<file path="config.mk">
export PLATFORM = sky130hd
export DESIGN_NAME = audio_resampler_flat
export DESIGN_NICKNAME = d
export VERILOG_FILES = /design/src/rtl/audio_resampler_if.sv /design/src/rtl/audio_resampler.sv /design/src/flat_wrapper.sv
export SDC_FILE = /design/constraint.sdc
export NUM_CORES = 1
export LEC_CHECK = 0
export ABC_CLOCK_PERIOD_IN_PS = 16600
export CAP_MARGIN = 20
export CORE_ASPECT_RATIO = 0.6
export CORE_MARGIN = 2
export CORE_UTILIZATION = 53
export CTS_CLUSTER_SIZE = 16
export DETAILED_ROUTE_END_ITERATION = 7
export GPL_TIMING_DRIVEN = 0
export PLACE_DENSITY = 0.87
export SETUP_SLACK_MARGIN = 0.05
export SLEW_MARGIN = 25
export SYNTH_ARGS = -nofsm -noshare
export SYNTH_HDL_FRONTEND = slang
export SYNTH_SLANG_ARGS = --single-unit
</file>
<file path="constraint.sdc">
create_clock -name i_clk -period 16.6 [get_ports i_clk]
set_input_delay 3.32 -clock i_clk [delete_from_list [all_inputs] [get_ports i_clk]]
set_output_delay 3.32 -clock i_clk [all_outputs]
set_load 0.01 [all_outputs]
</file>
<file path="src/rtl/audio_resampler_if.sv">
// audio_resampler_if -- controller/SRAM side bundle for the playback resampler.
//   master : playback controller + SRAM model (drives i_*, observes o_*)
//   slave  : audio_resampler
// Signals: play/start/end/speed/slow control, sample_req frame strobe, SRAM
// read port (addr, oe_n, data), sample output with valid strobe, status
// (cur_addr, busy, done, overrun).
interface audio_resampler_if #(
    parameter int ADDR_W = 20,
    parameter int DATA_W = 16
);
    logic              i_play;
    logic [ADDR_W-1:0] i_start_addr;
    logic [ADDR_W-1:0] i_end_addr;
    logic [3:0]        i_speed;
    logic              i_slow;
    logic              i_sample_req;
    logic [DATA_W-1:0] i_sram_data;
    logic [ADDR_W-1:0] o_sram_addr;
    logic              o_sram_oe_n;
    logic [DATA_W-1:0] o_sample;
    logic              o_sample_valid;
    logic [ADDR_W-1:0] o_cur_addr;
    logic              o_busy;
    logic              o_done;
    logic              o_overrun;

    modport master (
        output i_play, i_start_addr, i_end_addr, i_speed, i_slow, i_sample_req, i_sram_data,
        input  o_sram_addr, o_sram_oe_n, o_sample, o_sample_valid, o_cur_addr, o_busy,
               o_done, o_overrun
    );
    modport slave (
        input  i_play, i_start_addr, i_end_addr, i_speed, i_slow, i_sample_req, i_sram_data,
        output o_sram_addr, o_sram_oe_n, o_sample, o_sample_valid, o_cur_addr, o_busy,
               o_done, o_overrun
    );
endinterface

</file>
<file path="src/rtl/audio_resampler.sv">
// audio_resampler -- SRAM-to-DAC playback stage: one output sample per DAC
// frame request, with normal, fast (skip N) and slow (repeat N) playback.
// Ports: i_clk, i_rst (async, active-high), rs (audio_resampler_if.slave).
// Build option: RESAMPLER_LINEAR_INTERP_EN enables linear interpolation in
// slow mode (FETCH_B + CALC with a restoring divider); without it slow mode
// is zero-order hold and FETCH_B/CALC are never entered.
module audio_resampler #(
    parameter int ADDR_W    = 20,
    parameter int DATA_W    = 16,
    parameter int MAX_SPEED = 8
) (
    input  logic             i_clk,
    input  logic             i_rst,
    audio_resampler_if.slave rs
);
    typedef enum logic [2:0] {IDLE, WAIT_REQ, FETCH_A, FETCH_B, CALC, EMIT} state_t;

    state_t            state_q;
    logic              play_q, ph_q, oe_n_q, valid_q, done_q, ovr_q;
    logic [ADDR_W-1:0] cur_q, sram_addr_q;
    logic [3:0]        k_q;
    logic [DATA_W-1:0] sample_q;

    logic play_rise, play_fall;
    assign play_rise = rs.i_play & ~play_q;
    assign play_fall = ~rs.i_play & play_q;

    // Speed normalisation and next-position computation for EMIT.
    logic [3:0]    n_eff, k_cl, k_inc, k_nxt, step;
    logic          slow_span, past_end;
    logic [ADDR_W:0] nxt;
    always_comb begin
        n_eff = rs.i_speed;
        if (rs.i_speed == 4'd0)                n_eff = 4'd1;
        else if (rs.i_speed > 4'(MAX_SPEED))   n_eff = 4'(MAX_SPEED);
        slow_span = rs.i_slow && (n_eff != 4'd1);
        // N may shrink mid-span; keep the phase inside the new span.
        k_cl  = (k_q >= n_eff) ? n_eff - 4'd1 : k_q;
        k_inc = k_cl + 4'd1;
        k_nxt = 4'd0;
        step  = n_eff;
        if (slow_span) begin
            if (k_inc == n_eff) begin
                step = 4'd1;
            end else begin
                step  = 4'd0;
                k_nxt = k_inc;
            end
        end
        // One extra bit so a wrap past the top of memory still reads as "past end".
        nxt      = {1'b0, cur_q} + (ADDR_W+1)'(step);
        past_end = nxt > {1'b0, rs.i_end_addr};
    end

`ifdef RESAMPLER_LINEAR_INTERP_EN
    localparam int CW = $clog2(DATA_W + 1);
    logic [DATA_W-1:0] a_q, div_a, div_b, dvd_q, quot, mag, res;
    logic [ADDR_W:0]   b_addr;
    logic              b_past, neg_q, ge;
    logic signed [DATA_W:0] diff;
    logic [DATA_W+3:0] prod;
    logic [3:0]        rem_q, div_n_q, rem_n;
    logic [4:0]        trial;
    logic [CW-1:0]     cnt_q;

    // Operands are taken straight off the SRAM bus on the cycle that loads
    // the divider, so CALC starts iterating immediately.
    always_comb begin
        b_addr = {1'b0, cur_q} + (ADDR_W+1)'(1);
        b_past = b_addr > {1'b0, rs.i_end_addr};
        div_a  = (state_q == FETCH_A) ? rs.i_sram_data : a_q;
        div_b  = (state_q == FETCH_B) ? rs.i_sram_data : div_a;
        diff   = $signed({div_b[DATA_W-1], div_b}) - $signed({div_a[DATA_W-1], div_a});
        mag    = DATA_W'(diff[DATA_W] ? -diff : diff);
        prod   = (DATA_W+4)'(mag) * (DATA_W+4)'(k_cl);
        // |diff|*k < N*2^DATA_W, so the quotient fits DATA_W bits and the bits
        // above DATA_W are already a valid partial remainder (< N).
        trial  = {rem_q, dvd_q[DATA_W-1]};
        ge     = trial >= {1'b0, div_n_q};
        rem_n  = ge ? 4'(trial - {1'b0, div_n_q}) : trial[3:0];
        quot   = {dvd_q[DATA_W-2:0], ge};
        res    = neg_q ? a_q - quot : a_q + quot;
    end
`endif

    always_ff @(posedge i_clk or posedge i_rst) begin
        if (i_rst) begin
            state_q     <= IDLE;
            play_q      <= 1'b0;
            ph_q        <= 1'b0;
            cur_q       <= '0;
            k_q         <= '0;
            sram_addr_q <= '0;
            oe_n_q      <= 1'b1;
            sample_q    <= '0;
            valid_q     <= 1'b0;
            done_q      <= 1'b0;
            ovr_q       <= 1'b0;
`ifdef RESAMPLER_LINEAR_INTERP_EN
            a_q <= '0; dvd_q <= '0; rem_q <= '0; div_n_q <= 4'd1; neg_q <= 1'b0; cnt_q <= '0;
`endif
        end else begin
            play_q  <= rs.i_play;
            valid_q <= 1'b0;
            done_q  <= 1'b0;
            if (play_rise)
                ovr_q <= 1'b0;
            else if (rs.i_sample_req && state_q != IDLE && state_q != WAIT_REQ)
                ovr_q <= 1'b1;

            if (play_fall) begin
                // Abort: cur_q is left alone so the controller can resume from it.
                state_q <= IDLE;
                oe_n_q  <= 1'b1;
                ph_q    <= 1'b0;
            end else begin
                case (state_q)
                    IDLE: if (play_rise) begin
                        cur_q <= rs.i_start_addr;
                        k_q   <= '0;
                        if (rs.i_start_addr > rs.i_end_addr) done_q  <= 1'b1;
                        else                                 state_q <= WAIT_REQ;
                    end
                    WAIT_REQ: if (rs.i_sample_req) begin
                        sram_addr_q <= cur_q;
                        oe_n_q      <= 1'b0;
                        ph_q        <= 1'b0;
                        state_q     <= FETCH_A;
                    end
                    // Two cycles per read: address out, then capture the data.
                    FETCH_A: begin
                        ph_q <= ~ph_q;
                        if (ph_q) begin
`ifdef RESAMPLER_LINEAR_INTERP_EN
                            a_q <= rs.i_sram_data;
                            if (slow_span && b_past) begin
                                oe_n_q <= 1'b1;
                                rem_q <= prod[DATA_W+3:DATA_W]; dvd_q <= prod[DATA_W-1:0];
                                neg_q <= diff[DATA_W]; div_n_q <= n_eff; cnt_q <= CW'(DATA_W);
                                state_q <= CALC;
                            end else if (slow_span) begin
                                sram_addr_q <= b_addr[ADDR_W-1:0];
                                state_q     <= FETCH_B;
                            end else begin
                                sample_q <= rs.i_sram_data;
                                valid_q  <= 1'b1;
                                oe_n_q   <= 1'b1;
                                state_q  <= EMIT;
                            end
`else
                            sample_q <= rs.i_sram_data;
                            valid_q  <= 1'b1;
                            oe_n_q   <= 1'b1;
                            state_q  <= EMIT;
`endif
                        end
                    end
`ifdef RESAMPLER_LINEAR_INTERP_EN
                    FETCH_B: begin
                        ph_q <= ~ph_q;
                        if (ph_q) begin
                            oe_n_q <= 1'b1;
                            rem_q <= prod[DATA_W+3:DATA_W]; dvd_q <= prod[DATA_W-1:0];
                            neg_q <= diff[DATA_W]; div_n_q <= n_eff; cnt_q <= CW'(DATA_W);
                            state_q <= CALC;
                        end
                    end
                    CALC: begin
                        rem_q <= rem_n;
                        dvd_q <= quot;
                        cnt_q <= cnt_q - CW'(1);
                        if (cnt_q == CW'(1)) begin
                            sample_q <= res;
                            valid_q  <= 1'b1;
                            state_q  <= EMIT;
                        end
                    end
`endif
                    EMIT: begin
                        if (past_end) begin
                            done_q  <= 1'b1;
                            state_q <= IDLE;
                        end else begin
                            cur_q   <= nxt[ADDR_W-1:0];
                            k_q     <= k_nxt;
                            state_q <= WAIT_REQ;
                        end
                    end
                    default: state_q <= IDLE;
                endcase
            end
        end
    end

    assign rs.o_sram_addr    = sram_addr_q;
    assign rs.o_sram_oe_n    = oe_n_q;
    assign rs.o_sample       = sample_q;
    assign rs.o_sample_valid = valid_q;
    assign rs.o_cur_addr     = cur_q;
    assign rs.o_busy         = (state_q != IDLE);
    assign rs.o_done         = done_q;
    assign rs.o_overrun      = ovr_q;
endmodule

</file>
<file path="src/flat_wrapper.sv">
// flat-port wrapper written by rule: the top's interface ports become plain ports
module audio_resampler_flat 
#(
    parameter int ADDR_W    = 20,
    parameter int DATA_W    = 16,
    parameter int MAX_SPEED = 8
)
  (i_clk, i_rst, rs_i_play, rs_i_start_addr, rs_i_end_addr, rs_i_speed, rs_i_slow, rs_i_sample_req, rs_i_sram_data, rs_o_sram_addr, rs_o_sram_oe_n, rs_o_sample, rs_o_sample_valid, rs_o_cur_addr, rs_o_busy, rs_o_done, rs_o_overrun);
  audio_resampler_if #(.ADDR_W(ADDR_W), .DATA_W(DATA_W)) rs_i ();
  input  logic i_clk;
  input  logic i_rst;
  input wire logic [$bits(rs_i.i_play)-1:0] rs_i_play;
  input wire logic [$bits(rs_i.i_start_addr)-1:0] rs_i_start_addr;
  input wire logic [$bits(rs_i.i_end_addr)-1:0] rs_i_end_addr;
  input wire logic [$bits(rs_i.i_speed)-1:0] rs_i_speed;
  input wire logic [$bits(rs_i.i_slow)-1:0] rs_i_slow;
  input wire logic [$bits(rs_i.i_sample_req)-1:0] rs_i_sample_req;
  input wire logic [$bits(rs_i.i_sram_data)-1:0] rs_i_sram_data;
  output wire logic [$bits(rs_i.o_sram_addr)-1:0] rs_o_sram_addr;
  output wire logic [$bits(rs_i.o_sram_oe_n)-1:0] rs_o_sram_oe_n;
  output wire logic [$bits(rs_i.o_sample)-1:0] rs_o_sample;
  output wire logic [$bits(rs_i.o_sample_valid)-1:0] rs_o_sample_valid;
  output wire logic [$bits(rs_i.o_cur_addr)-1:0] rs_o_cur_addr;
  output wire logic [$bits(rs_i.o_busy)-1:0] rs_o_busy;
  output wire logic [$bits(rs_i.o_done)-1:0] rs_o_done;
  output wire logic [$bits(rs_i.o_overrun)-1:0] rs_o_overrun;
  assign rs_i.i_play = rs_i_play;
  assign rs_i.i_start_addr = rs_i_start_addr;
  assign rs_i.i_end_addr = rs_i_end_addr;
  assign rs_i.i_speed = rs_i_speed;
  assign rs_i.i_slow = rs_i_slow;
  assign rs_i.i_sample_req = rs_i_sample_req;
  assign rs_i.i_sram_data = rs_i_sram_data;
  assign rs_o_sram_addr = rs_i.o_sram_addr;
  assign rs_o_sram_oe_n = rs_i.o_sram_oe_n;
  assign rs_o_sample = rs_i.o_sample;
  assign rs_o_sample_valid = rs_i.o_sample_valid;
  assign rs_o_cur_addr = rs_i.o_cur_addr;
  assign rs_o_busy = rs_i.o_busy;
  assign rs_o_done = rs_i.o_done;
  assign rs_o_overrun = rs_i.o_overrun;
  audio_resampler #(.ADDR_W(ADDR_W), .DATA_W(DATA_W), .MAX_SPEED(MAX_SPEED)) u_core (.i_clk(i_clk), .i_rst(i_rst), .rs(rs_i));
endmodule
</file>
==> impl_metrics.py <==
metrics = {
    "worst_setup_path": {
        "critPathMaxStageDelay_ps": 610,
        "worstPathMaxFanout": 10,
        "worstSetupEndpointType": "flip-flop",
        "arrival_ps": 11250,
        "critPathSlowestCell": "o21bai_1",
        "cp_top_family": "compound AO/OA/AOI/OAI gates",
        "start_kind": "primary input",
        "timing.critical_path.buf_inv": 3,
        "crit_required_ps": 16850,
        "critical_path_class": "in2reg",
        "reg2reg_setup_slack_ps": 9280,
    },
    "timing": {
        "fmax_mhz": 90.94,
        "worstMarginPinSlew_ps": 751.2,
        "skew_ps": 8.046,
        "min_period_over_period": 0.6625,
        "setup_viol": 0,
        "relSlewSlack": 0.4982,
        "min_period_ps": 11000,
        "hold_viol_final": 0,
        "final_max_slew_viol_count": 0,
        "tns_ps": 0,
        "rsz0062_at_grt": "false",
    },
    "power_and_ir_drop": {
        "switching_share": 0.3575,
        "p_leak_nw": 2.848,
        "power.density_mw_per_mm2": 141.3,
        "total_power_mw": 0.8957,
        "p_sw_mw": 0.3202,
        "intPower_mw": 0.5755,
        "p_seq_frac": 0.339,
        "pwr-share-comb": 0.454,
        "pwr-share-clk": 0.207,
        "peakVddDrop_mv": 0.09369,
    },
    "synth": {
        "synth_nets": 579,
        "synth_area_leaders": "dfrtp_1 37%, ha_1 14%, mux2_2 9.2%",
        "synth_seq_cells": 69,
        "synth.avg_cell_area_um2": 10.04,
        "synth_area_mm2": 0.004638,
        "synth_cell_types": 62,
        "yosysTopAreaCell": "dfrtp_1",
        "syn_inst": 462,
        "ys_warn_count": 0,
        "synth_edf_count": 0,
        "synth-main-ff-cell": "dfrtp_1",
        "synth_top_area_share": 0.3669,
        "ys_seq_area_frac": 0.3725,
        "async_reset_ff_frac": 1.000,
    },
    "min_path": {
        "min_path_type": "reg2reg",
    },
    "clock_network": {
        "cts_max_path_buffers": 2,
        "cts_buffers": 9,
        "clock-sinks": 69,
        "clkLatencyLatePin_ps": 340,
        "clk_pin_slew_ps": 60,
        "cts_tree": "yes",
        "htree_num_levels": 3,
        "cts_root_buf": "clkbuf_16",
        "post_cts_buffers": 0,
        "cts_resized": 0,
        "cts_hold_buf": 0,
    },
    "final_layout": {
        "nNetsFinal": 716,
        "num_antenna_cells": 0,
        "fin_area_mm2": 0.006337,
        "syn_to_final_growth_pct": 36.63,
        "drive_gt1_frac": 0.1192,
        "final_util": 0.7464,
    },
    "global_route": {
        "grt_pass1_wl_um": 22250,
        "antenna_found_initial": 0,
        "grt_pass1_vias": 4477,
        "overflow": 0,
        "grt_max_degree": 42,
        "grt.total_usage": 0.2942,
    },
    "detailed_routing": {
        "routedWlPerCell_um": 19.00,
        "first_iter_violations": 347,
        "drt_wl_total_um": 13610,
        "vias": 4218,
        "viasPerCell": 5.891,
        "drcViolationCount": 0,
        "drt_first_pass_iters": 5,
        "ant_nets": 0,
    },
    "floorplan": {
        "die_h_um": 76.46,
        "ios": 126,
        "dieArea_mm2": 0.009540,
        "initial_core_util": 0.5463,
        "rows": 26,
        "chipWidth_um": 124.8,
        "core_mm2": 0.008491,
    },
    "placed_design": {
        "portBuffers": 125,
        "dpl_cell_area_mm2": 0.006052,
        "dpl.hpwl_um": 10540,
        "gp_congestion": 0.9500,
    },
    "run": {
        "drv_cap": 0,
    },
    "outcome": {
        "status": "finished clean",
    },
}
layer usage:
metal | vias to the layer above | GRT usage | part of all wire
li1 | 1943 | - | -
met1 | 2032 | 0.3828 | 0.44
met2 | 216 | 0.4672 | 0.45
met3 | 27 | 0.09340 | 0.094
met4 | 0 | 0.1011 | 0.016
met5 | - | 0 | 0
final cells by class:
type	count	area (um^2)
inverter	33	126.4
buffer	13	78.83
clock inverter	5	42.54
tap	112	140.1
multi-input combinational	347	2708
sequential	69	1728
fill	578	2153
clock buffer	11	242.7
timing repair buffer	126	1271
cell usage after synthesis (all sizes together), types with 2 or more instances:
cell type and count:
xnor2 16, inv 33, a21oi 27, a21o 10, dfrtp 68, xor2 9
a2111oi 2, nand4 10, buf 7, mux2i 16, nor3b 3, nor2 21
a211oi 2, mux2 39, clkbuf 6, and3 5, nor3 11, a31oi 2
nand2 20, ha 51, a22o 3, nor2b 5, nand3 15, o21bai 2
and2 2, a22oi 2, nand2b 3, o21ai 50, o21a 2
placed cells by master (no fill, tap or decap), drive strengths merged, types with 3 or more instances in the layout:
cell type	n
clkdlybuf4s50	125
dfrtp	68
ha	51
o21ai	50
mux2	39
inv	36
a21oi	27
nor2	21
nand2	20
clkbuf	17
mux2i	16
xnor2	16
nand3	15
nor3	11
a21o	10
nand4	10
xor2	9
buf	8
nor2b	5
and3	5
nand2b	3
a22o	3
nor3b	3
cell families after synthesis:
group           share of synthesized area
compound gates                     0.1449
simple gates                       0.1206
flops                              0.3725
mux                                0.1292
fa+ha+maj                          0.1419
buf+inv                           0.04370
xor+xnor                          0.04721
through the flow:
| step | instances | hold WS (ps) | setup WS (ps) |
|---|---|---|---|
| 2_1_floorplan | 462 | 494.2 | 7307 |
| 3_3_place_gp | 699 | 461.7 | 5790 |
| 3_5_place_dp | 700 | 470.3 | 5519 |
| 4_1_cts | 716 | 482.7 | 5803 |
| 5_1_grt | 716 | 506.5 | 5118 |
| 6_report | 716 | 479.7 | 5603 |
power by group through the flow:
| stage | Clock [mW] | Sequential (mW) | Combinational, mW |
|---|---|---|---|
| 3_5_place_dp | 0 | 0.306 | 0.402 |
| 4_1_cts | 0.187 | 0.303 | 0.406 |
| 2_1_floorplan | 0 | 0.323 | 0.169 |
| 3_3_place_gp | 0 | 0.298 | 0.388 |
| 5_1_grt | 0.195 | 0.315 | 0.439 |
| 6_report | 0.185 | 0.304 | 0.406 |
worst register-to-register path, delay by kind of cell, from the launching register on:
family | cells | cell delay, ps
flip-flops | 1 | 470
buffers and inverters | 2 | 540
AND/OR/NAND/NOR | 8 | 1720
adder cells (fa/ha/maj) | 4 | 1110
AO/OA/AOI/OAI | 13 | 2850
XOR/XNOR | 2 | 260
multiplexers | 1 | 300
final timing paths:
path | from | endpoint | cells after the start
max in group asynchronous | i_rst | u_core.rs.o_sram_oe_n | 3
max | rs_i_speed[2] | u_core.rs.o_cur_addr[10] | 33
max reg2reg | u_core.k_q[0] | u_core.rs.o_cur_addr[10] | 30
min | u_core.rs.o_sram_addr[12] | u_core.rs.o_sram_addr[12] | 2
min in group asynchronous | i_rst | u_core.rs.o_sample[5] | 2
min reg2reg | u_core.rs.o_sram_addr[12] | u_core.rs.o_sram_addr[12] | 2
state kept, by name, indices dropped and copies added (netlist names):
| register | cells |
|---|---|
| u_core.rs.o_overrun | 1 |
| u_core.ph_q | 1 |
| u_core.k_q | 4 |
| u_core.rs.o_sram_oe_n | 1 |
| u_core.rs.o_done | 1 |
| u_core.rs.o_sram_addr | 20 |
| u_core.rs.o_sample_valid | 1 |
| u_core.play_q | 1 |
| u_core.rs.o_sample | 16 |
| u_core.state_q | 3 |
| u_core.rs.o_cur_addr | 20 |
No activity file was read; power rests on OpenSTA's default activity.
